**src/rtl/serial_word_feeder_if.sv**
```systemverilog
// serial_word_feeder_if: word handshake in, serial bit stream out
//   word_in    parallel word, bit 0 serialized first
//   word_valid word_in is valid
//   word_ready feeder can accept a word this cycle
//   bit_out    serial bit toward the detector
//   bit_valid  bit_out holds a real data bit
//   bit_idx    index of the bit currently on bit_out
//   last_bit   bit_out is the final bit of its word
//   busy       a word is shifting or waiting in the hold buffer
interface serial_word_feeder_if #(
   parameter int WIDTH = 32,
   parameter int IDX_W = 5
);
   logic [WIDTH-1:0] word_in;
   logic             word_valid;
   logic             word_ready;
   logic             bit_out;
   logic             bit_valid;
   logic [IDX_W-1:0] bit_idx;
   logic             last_bit;
   logic             busy;
   modport master (output word_in, word_valid, input word_ready, bit_out, bit_valid, bit_idx, last_bit, busy);
   modport slave (input word_in, word_valid, output word_ready, bit_out, bit_valid, bit_idx, last_bit, busy);
endinterface

```
**src/rtl/serial_word_feeder.sv**
```systemverilog
// serial_word_feeder: serializes WIDTH-bit words LSB-first with a one-word hold buffer
//   clk  rising-edge clock
//   rst  synchronous active-high reset
//   bus  serial_word_feeder_if.slave (word handshake in, registered bit stream out)
module serial_word_feeder #(
   parameter int WIDTH = 32,
   parameter int IDX_W = 5
) (
   input logic clk,
   input logic rst,
   serial_word_feeder_if.slave bus
);
   typedef enum logic {IDLE, SHIFT} state_t;
   state_t           state, state_nxt;
   logic [WIDTH-1:0] shreg, shreg_nxt, hold, hold_nxt;
   logic             hold_full, hold_full_nxt;
   logic [IDX_W-1:0] idx, idx_nxt;
   logic             accept, on_last;
   assign accept = bus.word_valid & ~hold_full;
   assign on_last = (state == SHIFT) && (idx == IDX_W'(WIDTH - 1));
   always_comb begin
      state_nxt = state;
      shreg_nxt = shreg;
      hold_nxt = hold;
      hold_full_nxt = hold_full;
      idx_nxt = idx;
      if (state == IDLE) begin
         if (accept) begin
            shreg_nxt = bus.word_in;
            idx_nxt = '0;
            state_nxt = SHIFT;
         end
      end else if (!on_last) begin
         shreg_nxt = shreg >> 1;
         idx_nxt = idx + IDX_W'(1);
         if (accept) begin
            hold_nxt = bus.word_in;
            hold_full_nxt = 1'b1;
         end
      end else if (hold_full) begin
         shreg_nxt = hold;
         idx_nxt = '0;
         hold_full_nxt = 1'b0;
      end else if (accept) begin
         // empty hold: the new word goes straight in so the stream has no gap
         shreg_nxt = bus.word_in;
         idx_nxt = '0;
      end else begin
         // clearing the shift register keeps bit_out at 0 while idle
         shreg_nxt = '0;
         idx_nxt = '0;
         state_nxt = IDLE;
      end
   end
   always_ff @(posedge clk) begin
      if (rst) begin
         state <= IDLE;
         shreg <= '0;
         hold <= '0;
         hold_full <= 1'b0;
         idx <= '0;
      end else begin
         state <= state_nxt;
         shreg <= shreg_nxt;
         hold <= hold_nxt;
         hold_full <= hold_full_nxt;
         idx <= idx_nxt;
      end
   end
   assign bus.word_ready = ~hold_full;
   assign bus.bit_out = shreg[0];
   assign bus.bit_valid = (state == SHIFT);
   assign bus.bit_idx = idx;
   assign bus.last_bit = on_last;
   assign bus.busy = (state == SHIFT) | hold_full;
endmodule
```
**src/flat_wrapper.sv**
```systemverilog
// flat-port wrapper written by rule: the top's interface ports become plain ports
module serial_word_feeder_flat 
#(
   parameter int WIDTH = 32,
   parameter int IDX_W = 5
)
  (clk, rst, bus_word_in, bus_word_valid, bus_word_ready, bus_bit_out, bus_bit_valid, bus_bit_idx, bus_last_bit, bus_busy);
  serial_word_feeder_if #(.WIDTH(WIDTH), .IDX_W(IDX_W)) bus_i ();
  input logic clk;
  input logic rst;
  input wire logic [$bits(bus_i.word_in)-1:0] bus_word_in;
  input wire logic [$bits(bus_i.word_valid)-1:0] bus_word_valid;
  output wire logic [$bits(bus_i.word_ready)-1:0] bus_word_ready;
  output wire logic [$bits(bus_i.bit_out)-1:0] bus_bit_out;
  output wire logic [$bits(bus_i.bit_valid)-1:0] bus_bit_valid;
  output wire logic [$bits(bus_i.bit_idx)-1:0] bus_bit_idx;
  output wire logic [$bits(bus_i.last_bit)-1:0] bus_last_bit;
  output wire logic [$bits(bus_i.busy)-1:0] bus_busy;
  assign bus_i.word_in = bus_word_in;
  assign bus_i.word_valid = bus_word_valid;
  assign bus_word_ready = bus_i.word_ready;
  assign bus_bit_out = bus_i.bit_out;
  assign bus_bit_valid = bus_i.bit_valid;
  assign bus_bit_idx = bus_i.bit_idx;
  assign bus_last_bit = bus_i.last_bit;
  assign bus_busy = bus_i.busy;
  serial_word_feeder #(.WIDTH(WIDTH), .IDX_W(IDX_W)) u_core (.clk(clk), .rst(rst), .bus(bus_i));
endmodule
```
**config.mk**
```make
export PLATFORM = sky130hd
export DESIGN_NAME = serial_word_feeder_flat
export DESIGN_NICKNAME = d
export VERILOG_FILES = /design/src/rtl/serial_word_feeder_if.sv /design/src/rtl/serial_word_feeder.sv /design/src/flat_wrapper.sv
export SDC_FILE = /design/constraint.sdc
export NUM_CORES = 1
export LEC_CHECK = 0
export CORE_ASPECT_RATIO = 1.4
export CORE_MARGIN = 4
export CORE_UTILIZATION = 55
export CTS_CLUSTER_SIZE = 10
export DETAILED_ROUTE_END_ITERATION = 10
export PLACE_DENSITY = 0.9
export SYNTH_ARGS = -nofsm -noshare
export SYNTH_HDL_FRONTEND = slang
export SYNTH_SLANG_ARGS = --single-unit
export TNS_END_PERCENT = 50
```
**constraint.sdc**
```tcl
create_clock -name clk -period 2.8 [get_ports clk]
set_clock_uncertainty 0.2 [all_clocks]
set_input_delay 0.42 -clock clk [delete_from_list [all_inputs] [get_ports clk]]
set_output_delay 0.42 -clock clk [all_outputs]
set_load 0.03 [all_outputs]
```
==> impl_summary.log, run 1 <==
[metrics] outcome: finished clean
[metrics] post-CTS setup repair buffer count: 0
[metrics] Hold Vio Cnt, Final: 0
[metrics] family of cells with the greatest summed delay on the critical path: buffers and inverters
[metrics] yosys synthesis warning count: 0
[metrics] most area-consuming cells after synthesis: sky130_fd_sc_hd__dfxtp_1 49%, sky130_fd_sc_hd__a22oi_1 16%, sky130_fd_sc_hd__a21oi_1 12%
[metrics] total power: approximately 2.2 mW
[metrics] core region area: a little under 5000 um^2
[metrics] compound-cell area share of the yosys netlist: 0.296
[metrics] unique cell type count in the Yosys netlist: 32
[metrics] total via count after detailed routing: between 2000 and 3000
[metrics] chain of cells forming the critical path: ha_1, and3_1, ha_1, nand2_1, inv_1, dlygate4sd2_1
[metrics] count of pins on the block boundary: 45
[metrics] largest fanout on the critical path: 6
[metrics] average vias per placed instance: a little under 6
[metrics] vias in the first global route: 2544
[metrics] classification of the worst setup path: reg2out
[metrics] initial antenna violation count: 0
[metrics] fin nets: between 400 and 500
[metrics] Period Utilization, post-route: 0.936
[metrics] adder-cell area share of the yosys netlist: 0.00869
[metrics] area share of the largest cell type after synthesis: 0.494
[metrics] portion of netlist area occupied by mux cells: 0.00869
[metrics] total of flip-flops plus latches after synthesis: 71
[metrics] startpoint class of the critical path: register
[metrics] hold_buf cts: 0
[metrics] number of nets still failing antenna checks after routing: 0
[metrics] TritonCTS clock tree: yes
[metrics] post-synthesis instance area: 2880 um^2
[metrics] site row count: 30
[metrics] maximum buffer depth of the clock tree: 2
[metrics] unrepaired setup endpoints after global routing: false
[metrics] final weighted congestion of routability-driven global placement: 0.776
[metrics] Slew HR: 0.505
[metrics] total clock sinks: slightly above 70
[metrics] most common cell in the netlist: sky130_fd_sc_hd__dfxtp_1
[metrics] horizontal die dimension: 69.1 um
[metrics] drt total wl: 6440 um
[metrics] max-cap check violation count: 0
[metrics] count of flip-flops with a built-in enable after synthesis: 0
[metrics] pin count of the biggest net entering global routing: between 40 and 50
[metrics] Post-synth top cells: 71 x sky130_fd_sc_hd__dfxtp_1, 67 x sky130_fd_sc_hd__a21oi_1, 65 x sky130_fd_sc_hd__nand2_1
[metrics] Setup Viol. Count Final: 0
[metrics] share of post-route cells with drive strength above 1: 0.0943
[metrics] required time at the endpoint of the critical path: 2.18 ns
[metrics] post-synthesis to final-layout area growth: 21.8%
[metrics] Synth async-reset ratio: 0
[metrics] root buf cell: sky130_fd_sc_hd__clkbuf_8
[metrics] Syn Nets: roughly 370
[metrics] HPWL after detailed placement: about 4000 um
[metrics] number of iterations in the first detailed-routing pass: 5
[metrics] Static Leakage: 1.23 nW
[metrics] Fmax: around 380 MHz
[metrics] post-route insts no fill: 435
[metrics] Clk pin slew, worst setup/hold paths: roughly 0.070 ns
[metrics] effective utilization at floorplan: 0.581
[metrics] Max rail drop VDD: 0.476 mV
[metrics] Worst EP arrival: about 2.0 ns
[metrics] Die H: roughly 94 um
[metrics] wire length of the first global-routing pass: between 10000 and 15000 um
[metrics] final critical-path required period: 2.62 ns
[metrics] Cells after DPL: 419
[metrics] largest area contributor in the synthesized netlist: sky130_fd_sc_hd__dfxtp_1
[metrics] dominant synthesized flop cell: sky130_fd_sc_hd__dfxtp_1
[metrics] transition time at the pin with the least slew margin: between 0.7 and 0.8 ns
[metrics] Setup TNS Final: 0 ns
[metrics] buffering stage count on the worst path with inverters included: 2
[metrics] Mean Syn Cell Area: 8.70 um^2
[metrics] pwr/cell area: about 620 nW/um^2
[metrics] slowest cell on the critical path: sky130_fd_sc_hd__dfxtp_1
[metrics] Cells after Synth: 331
[metrics] FILL cells: roughly 390
[metrics] largest stage delay on the critical path: ~0.42 ns
[metrics] cell repeated most along the worst path: sky130_fd_sc_hd__ha_1
[metrics] Worst-Skew Late Latency: ~0.35 ns
[metrics] share of the yosys chip area belonging to registers: 0.494
[metrics] Port Buffers: 44
[metrics] CP Capture Type: primary output
[metrics] GR Overflow Total: 0
[metrics] synthesized-area fraction occupied by xor and xnor cells: 0
[metrics] total clock buffers created by CTS: 9
[metrics] count of routing violations after the opening detailed-route iteration: around 180
[metrics] wire length per cell after detailed routing: approximately 15 um
[metrics] level count of the clock H-tree: 3
[metrics] Resize count post-CTS: 1
[metrics] max-slew violation count: 0
[metrics] Hold Crit Class: reg2reg
[metrics] overall global routing resource usage: 0.204
[metrics] dominant combinational cell family by area after synthesis: compound AO/OA/AOI/OAI gates
[metrics] area share of and/or/nand/nor cells after synthesis: 0.139
[metrics] remaining design rule violation count: 0
[metrics] Diodes inserted: 0
[metrics] Die ar.: between 6000 and 7000 um^2
==> cell families after synthesis <==
family,count (synthesis)
AOI/OAI and AO/OA,137
and+or+nand+nor,88
DFF,71
buffers and inverters,31
muxes,2
adders and majority gates,2
==> report_power, final <==
part / internal, mW / total (mW) / switching, mW
clock: 0.432 / 0.783 / 0.351
combinational: 0.123 / 0.273 / 0.150
sequential: 1.06 / 1.10 / 0.0371
total: 1.62 / 2.16 / 0.538
==> layer usage <==
metal / share of wire / vias to the layer above / track usage
met5: 0 / - / 0
li1: - / 1261 / -
met4: 0.021 / 0 / 0.109
met1: 0.39 / 1201 / 0.202
met2: 0.54 / 86 / 0.383
met3: 0.055 / 14 / 0.0548
==> layout by cell type, fill, tap and decap left out, drive strengths merged, types with 3 or more instances in the layout <==
master         instances
clkinv                 3
a22oi                 63
clkbuf                12
inv                    3
nor2b                  3
a21oi                 67
buf                    9
clkdlybuf4s50         42
o21ai                  3
nor2                  12
dfxtp                 71
nand2                 66
==> area by class of cell <==
class | count | area [um^2] | share of cell area
sequential | 71 | 1420 | 0.405
clock buffer | 12 | 145 | 0.0414
inverter | 3 | 11.3 | 0.00321
multi-input combinational | 229 | 1310 | 0.374
timing repair buffer | 52 | 494 | 0.141
clock inverter | 4 | 45.0 | 0.0128
tap | 64 | 80.1 | 0.0228
==> state kept, by name, indices dropped and copies added, names as in the netlist <==
name	flops
u_core.hold_full	1
u_core.shreg	32
u_core.hold	32
u_core.bus.bit_idx	5
u_core.bus.bit_valid	1
==> through the flow <==
step	hold slack, ns	worst slack (ns)	util	instance area (um^2)
floorplan	0.236	0.713	-	2880
global placement	0.242	0.338	0.670	3320
detailed placement	0.247	0.272	0.670	3320
CTS	0.256	0.162	0.708	3510
global route	0.269	0.0830	0.708	3510
finish	0.257	0.178	0.708	3510
==> worst paths after layout <==
| check | from | end | slack [ns] | cells past startpoint |
|---|---|---|---|---|
| worst max-delay path | u_core.bus.bit_idx[0]$_SDFFE_PP0P_ | bus_last_bit | 0.18 | 6 |
| worst min-delay path | u_core.hold[16]$_SDFFE_PP0P_ | u_core.hold[16]$_SDFFE_PP0P_ | 0.26 | 2 |
| worst max register to register | u_core.bus.bit_idx[0]$_SDFFE_PP0P_ | u_core.hold[29]$_SDFFE_PP0P_ | 0.46 | 9 |
| worst min register to register | u_core.hold[16]$_SDFFE_PP0P_ | u_core.hold[16]$_SDFFE_PP0P_ | 0.26 | 2 |
==> worst register-to-register path: cells and delay by family (launching register included) <==
family | cells | cell delay (ns)
AOI/OAI and AO/OA | 1 | 0.07
adders and majority gates | 2 | 0.47
buffers and inverters | 2 | 0.55
DFF | 1 | 0.36
and+or+nand+nor | 4 | 0.55
Power figures use the tool's default switching activity.
==> inputs of run 2 (changes only) <==
- PLACE_DENSITY: 0.9 -> default
- PLACE_DENSITY_LB_ADDON: default -> 0.1
- SETUP_SLACK_MARGIN: default -> 0.5
==> run 2 against run 1 <==
First-iteration DRC count increased by 16%. Critical path depth unchanged. Total power increased by 2.1%. Clock-buffer cell count decreased by 2. Combinational power about the same. Worst setup slack improved by 0.39 ns. Cell count increased by 0.46%.
==> impl_summary.log, run 2 (synthesis gave the netlist of run 1 again) <==
[metrics] site row count: 30 (unchanged)
[metrics] design internal power: 1.63 mW (was 1.62 mW)
[metrics] share of post-route cells with drive strength above 1: 0.121 (was 0.0943)
[metrics] effective utilization at floorplan: 0.581 (unchanged)
[metrics] core region area: 4950 um^2 (unchanged)
[metrics] post-route insts no fill: 437 (was 435)
[metrics] count of pins on the block boundary: 45 (unchanged)
[metrics] number of iterations in the first detailed-routing pass: 6 (was 5)
[metrics] total clock sinks: 71 (unchanged)
[metrics] final critical-path required period: 2.24 ns (was 2.62 ns)
[metrics] level count of the clock H-tree: 3 (unchanged)
[metrics] maximum buffer depth of the clock tree: 2 (unchanged)
[metrics] average vias per placed instance: 5.82 (was 5.89)
[metrics] worst reg2reg endpoint: u_core.shreg[29]$_SDFFE_PP0P_ (was u_core.hold[29]$_SDFFE_PP0P_)
[metrics] Period Utilization, post-route: 0.799 (was 0.936)
[metrics] net switching power: 0.574 mW (was 0.538 mW)
[metrics] horizontal die dimension: 69.1 um (unchanged)
[metrics] Cells after DPL: 418 (was 419)
[metrics] Hold Crit Class: reg2reg (unchanged)
[metrics] Max rail drop VDD: 0.407 mV (was 0.476 mV)
[metrics] fin nets: 405 (was 403)
[metrics] unrepaired setup endpoints after global routing: false (unchanged)
[metrics] total clock buffers created by CTS: 9 (unchanged)
[metrics] pre-CTS setup slack: 0.289 ns (was 0.272 ns)
[metrics] leading cell types in the layout, fill and taps excluded: 69 x sky130_fd_sc_hd__dfxtp_1, 67 x sky130_fd_sc_hd__a21oi_1, 64 x sky130_fd_sc_hd__nand2_1 (was 71 x sky130_fd_sc_hd__dfxtp_1, 67 x sky130_fd_sc_hd__a21oi_1, 65 x sky130_fd_sc_hd__nand2_1)
[metrics] post-synthesis to final-layout area growth: 23.9% (was 21.8%)
[metrics] cell count of the worst reg-to-reg path: 7 (was 9)
[metrics] overall global routing resource usage: 0.198 (was 0.204)
[metrics] CP Capture Type: primary output (unchanged)
[metrics] setup slack, reg-to-reg: 0.72 ns (was 0.46 ns)
[metrics] Setup TNS Final: 0 ns (unchanged)
[metrics] Die ar.: 6470 um^2 (unchanged)
[metrics] outcome: finished clean (unchanged)
[metrics] Static Leakage: 1.24 nW (was 1.23 nW)
[metrics] Worst EP arrival: 1.62 ns (was 2.00 ns)
[metrics] wire length of the first global-routing pass: 10300 um (was 10700 um)
[metrics] Die H: 93.6 um (unchanged)
[metrics] area of the multi-input gates: 1330 um^2 (was 1310 um^2)
[metrics] root buf cell: sky130_fd_sc_hd__clkbuf_8 (unchanged)
[metrics] finished layout cell area: 3570 um^2 (was 3510 um^2)
[metrics] endpoint with the worst hold slack: u_core.hold[19]$_SDFFE_PP0P_ (was u_core.hold[16]$_SDFFE_PP0P_)
[metrics] final weighted congestion of routability-driven global placement: 0.724 (was 0.776)
[metrics] Port Buffers: 44 (unchanged)
[metrics] Fmax: 447 MHz (was 381 MHz)
[metrics] total via count after detailed routing: 2542 (was 2562)
[metrics] required time at the endpoint of the critical path: 2.18 ns (about the same)
[metrics] remaining design rule violation count: 0 (unchanged)
[metrics] Layout Utilization: 0.720 (was 0.708)
[metrics] HPWL after detailed placement: 3680 um (was 4010 um)
[metrics] hold_buf cts: 0 (unchanged)
[metrics] placed standard-cell area: 3320 um^2 (about the same)
[metrics] origin of the worst min-delay path: u_core.hold[19]$_SDFFE_PP0P_ (was u_core.hold[16]$_SDFFE_PP0P_)
[metrics] wire length per cell after detailed routing: 14.1 um (was 14.8 um)
[metrics] largest fanout on the critical path: 6 (unchanged)
[metrics] count of routing violations after the opening detailed-route iteration: 210 (was 181)
[metrics] Switching Fraction: 0.261 (was 0.249)
[metrics] FILL cells: 434 (was 392)
[metrics] max-slew violation count: 0 (unchanged)
[metrics] Comb pwr share: 0.125 (was 0.126)
[metrics] Hold Vio Cnt, Final: 0 (unchanged)
[metrics] vias in the first global route: 2255 (was 2544)
[metrics] TritonCTS clock tree: yes (unchanged)
[metrics] initial antenna violation count: 0 (unchanged)
[metrics] leading cell type in the layout, fill and taps excluded: sky130_fd_sc_hd__dfxtp_1 (unchanged)
[metrics] transition time at the pin with the least slew margin: 0.707 ns (was 0.743 ns)
[metrics] Sequential Area: 1430 um^2 (was 1420 um^2)
[metrics] critical register-to-register path startpoint: u_core.bus.bit_idx[0]$_SDFFE_PP0P_ (unchanged)
[metrics] max-cap check violation count: 0 (unchanged)
[metrics] Setup Viol. Count Final: 0 (unchanged)
[metrics] startpoint class of the critical path: register (unchanged)
[metrics] proportion of power drawn by the clock network: 0.376 (was 0.363)
[metrics] classification of the worst setup path: reg2out (unchanged)
[metrics] number of nets still failing antenna checks after routing: 0 (unchanged)
[metrics] pin count of the biggest net entering global routing: 72 (was 43)
[metrics] pwr/cell area: 617 nW/um^2 (was 615 nW/um^2)
[metrics] sequential fraction of design power: 0.499 (was 0.511)
[metrics] Slew HR: 0.529 (was 0.505)
[metrics] Worst-Skew Late Latency: 0.35 ns (about the same)
[metrics] WHS Path Cells: 2 (unchanged)
[metrics] Clk pin slew, worst setup/hold paths: 0.08 ns (was 0.07 ns)
[metrics] GR Overflow Total: 0 (unchanged)
[metrics] min setup slack post-route: 0.563 ns (was 0.178 ns)
[metrics] Diodes inserted: 0 (unchanged)
[metrics] drt total wl: 6140 um (was 6440 um)
run 2: changes by cell type in the layout (fill, tap and decap cells not counted), sizes merged:
cell,previous run,this run
clkdlybuf4s50,42,40
clkinvlp,0,2
dlygate4sd2,1,2
clkinv,3,2
buf,9,12
inv,3,4
clkbuf,12,10
run 2: routing by layer:
layer,GRT usage,up-vias,routed length (um)
met3,0.0505,12,324
li1,-,1262,-
met1,0.239,1199,2710
met4,0.112,0,131
met2,0.318,69,2980
met5,0,-,0
run 2: how the worst max path moves through the flow:
stage,startpoint,endpoint,slack (ns),cells past startpoint
6_report,u_core.bus.bit_idx[0]$_SDFFE_PP0P_,bus_last_bit,0.56,6
5_1_grt,u_core.bus.bit_idx[0]$_SDFFE_PP0P_,bus_last_bit,0.50,6
4_1_cts,u_core.bus.bit_idx[0]$_SDFFE_PP0P_,bus_last_bit,0.34,6
3_5_place_dp,u_core.bus.bit_idx[0]$_SDFFE_PP0P_,bus_last_bit,0.29,6
3_3_place_gp,u_core.bus.bit_idx[0]$_SDFFE_PP0P_,bus_last_bit,0.35,6
2_1_floorplan,u_core.bus.bit_idx[0]$_SDFFE_PP0P_,u_core.shreg[0]$_SDFFE_PP0P_,0.71,9
run 2: metrics by stage:
stage                     total power, mW  hold WS (ns)
after floorplan                      1.29         0.236
after global placement               1.39         0.242
after detailed placement             1.40         0.248
after CTS                            2.22         0.258
after global routing                 2.31         0.268
final                                2.20         0.258
run 2: critical path: stages (launching register included):
cell and delay (ns):
sky130_fd_sc_hd__dfxtp_4 0.38, sky130_fd_sc_hd__ha_2 0.20, sky130_fd_sc_hd__and3_1 0.20, sky130_fd_sc_hd__ha_4 0.16
sky130_fd_sc_hd__nand2_2 0.07, sky130_fd_sc_hd__inv_1 0.09, sky130_fd_sc_hd__buf_4 0.16
run 2: cell type report:
cell class,count,area share
Clock buffer,10,0.0386
Clock inverter,6,0.0189
Inverter,3,0.00316
Multi-Input combinational cell,229,0.372
Sequential cell,71,0.400
Tap cell,64,0.0224
Timing Repair Buffer,54,0.145
run 2: power by group through the flow:
| stage | combinational (mW) | sequential, mW | clock [mW] |
|---|---|---|---|
| floorplan | 0.175 | 1.12 | 0 |
| global placement | 0.272 | 1.12 | 0 |
| detailed placement | 0.276 | 1.12 | 0 |
| CTS | 0.277 | 1.10 | 0.848 |
| global route | 0.306 | 1.10 | 0.896 |
| finish | 0.275 | 1.10 | 0.829 |
run 2: repair_timing:
item	4_1_cts	5_1_grt
endpoints found under the setup margin	22	1
setup buffers	3	0
pin swaps	1	0
gates resized for setup	7	9
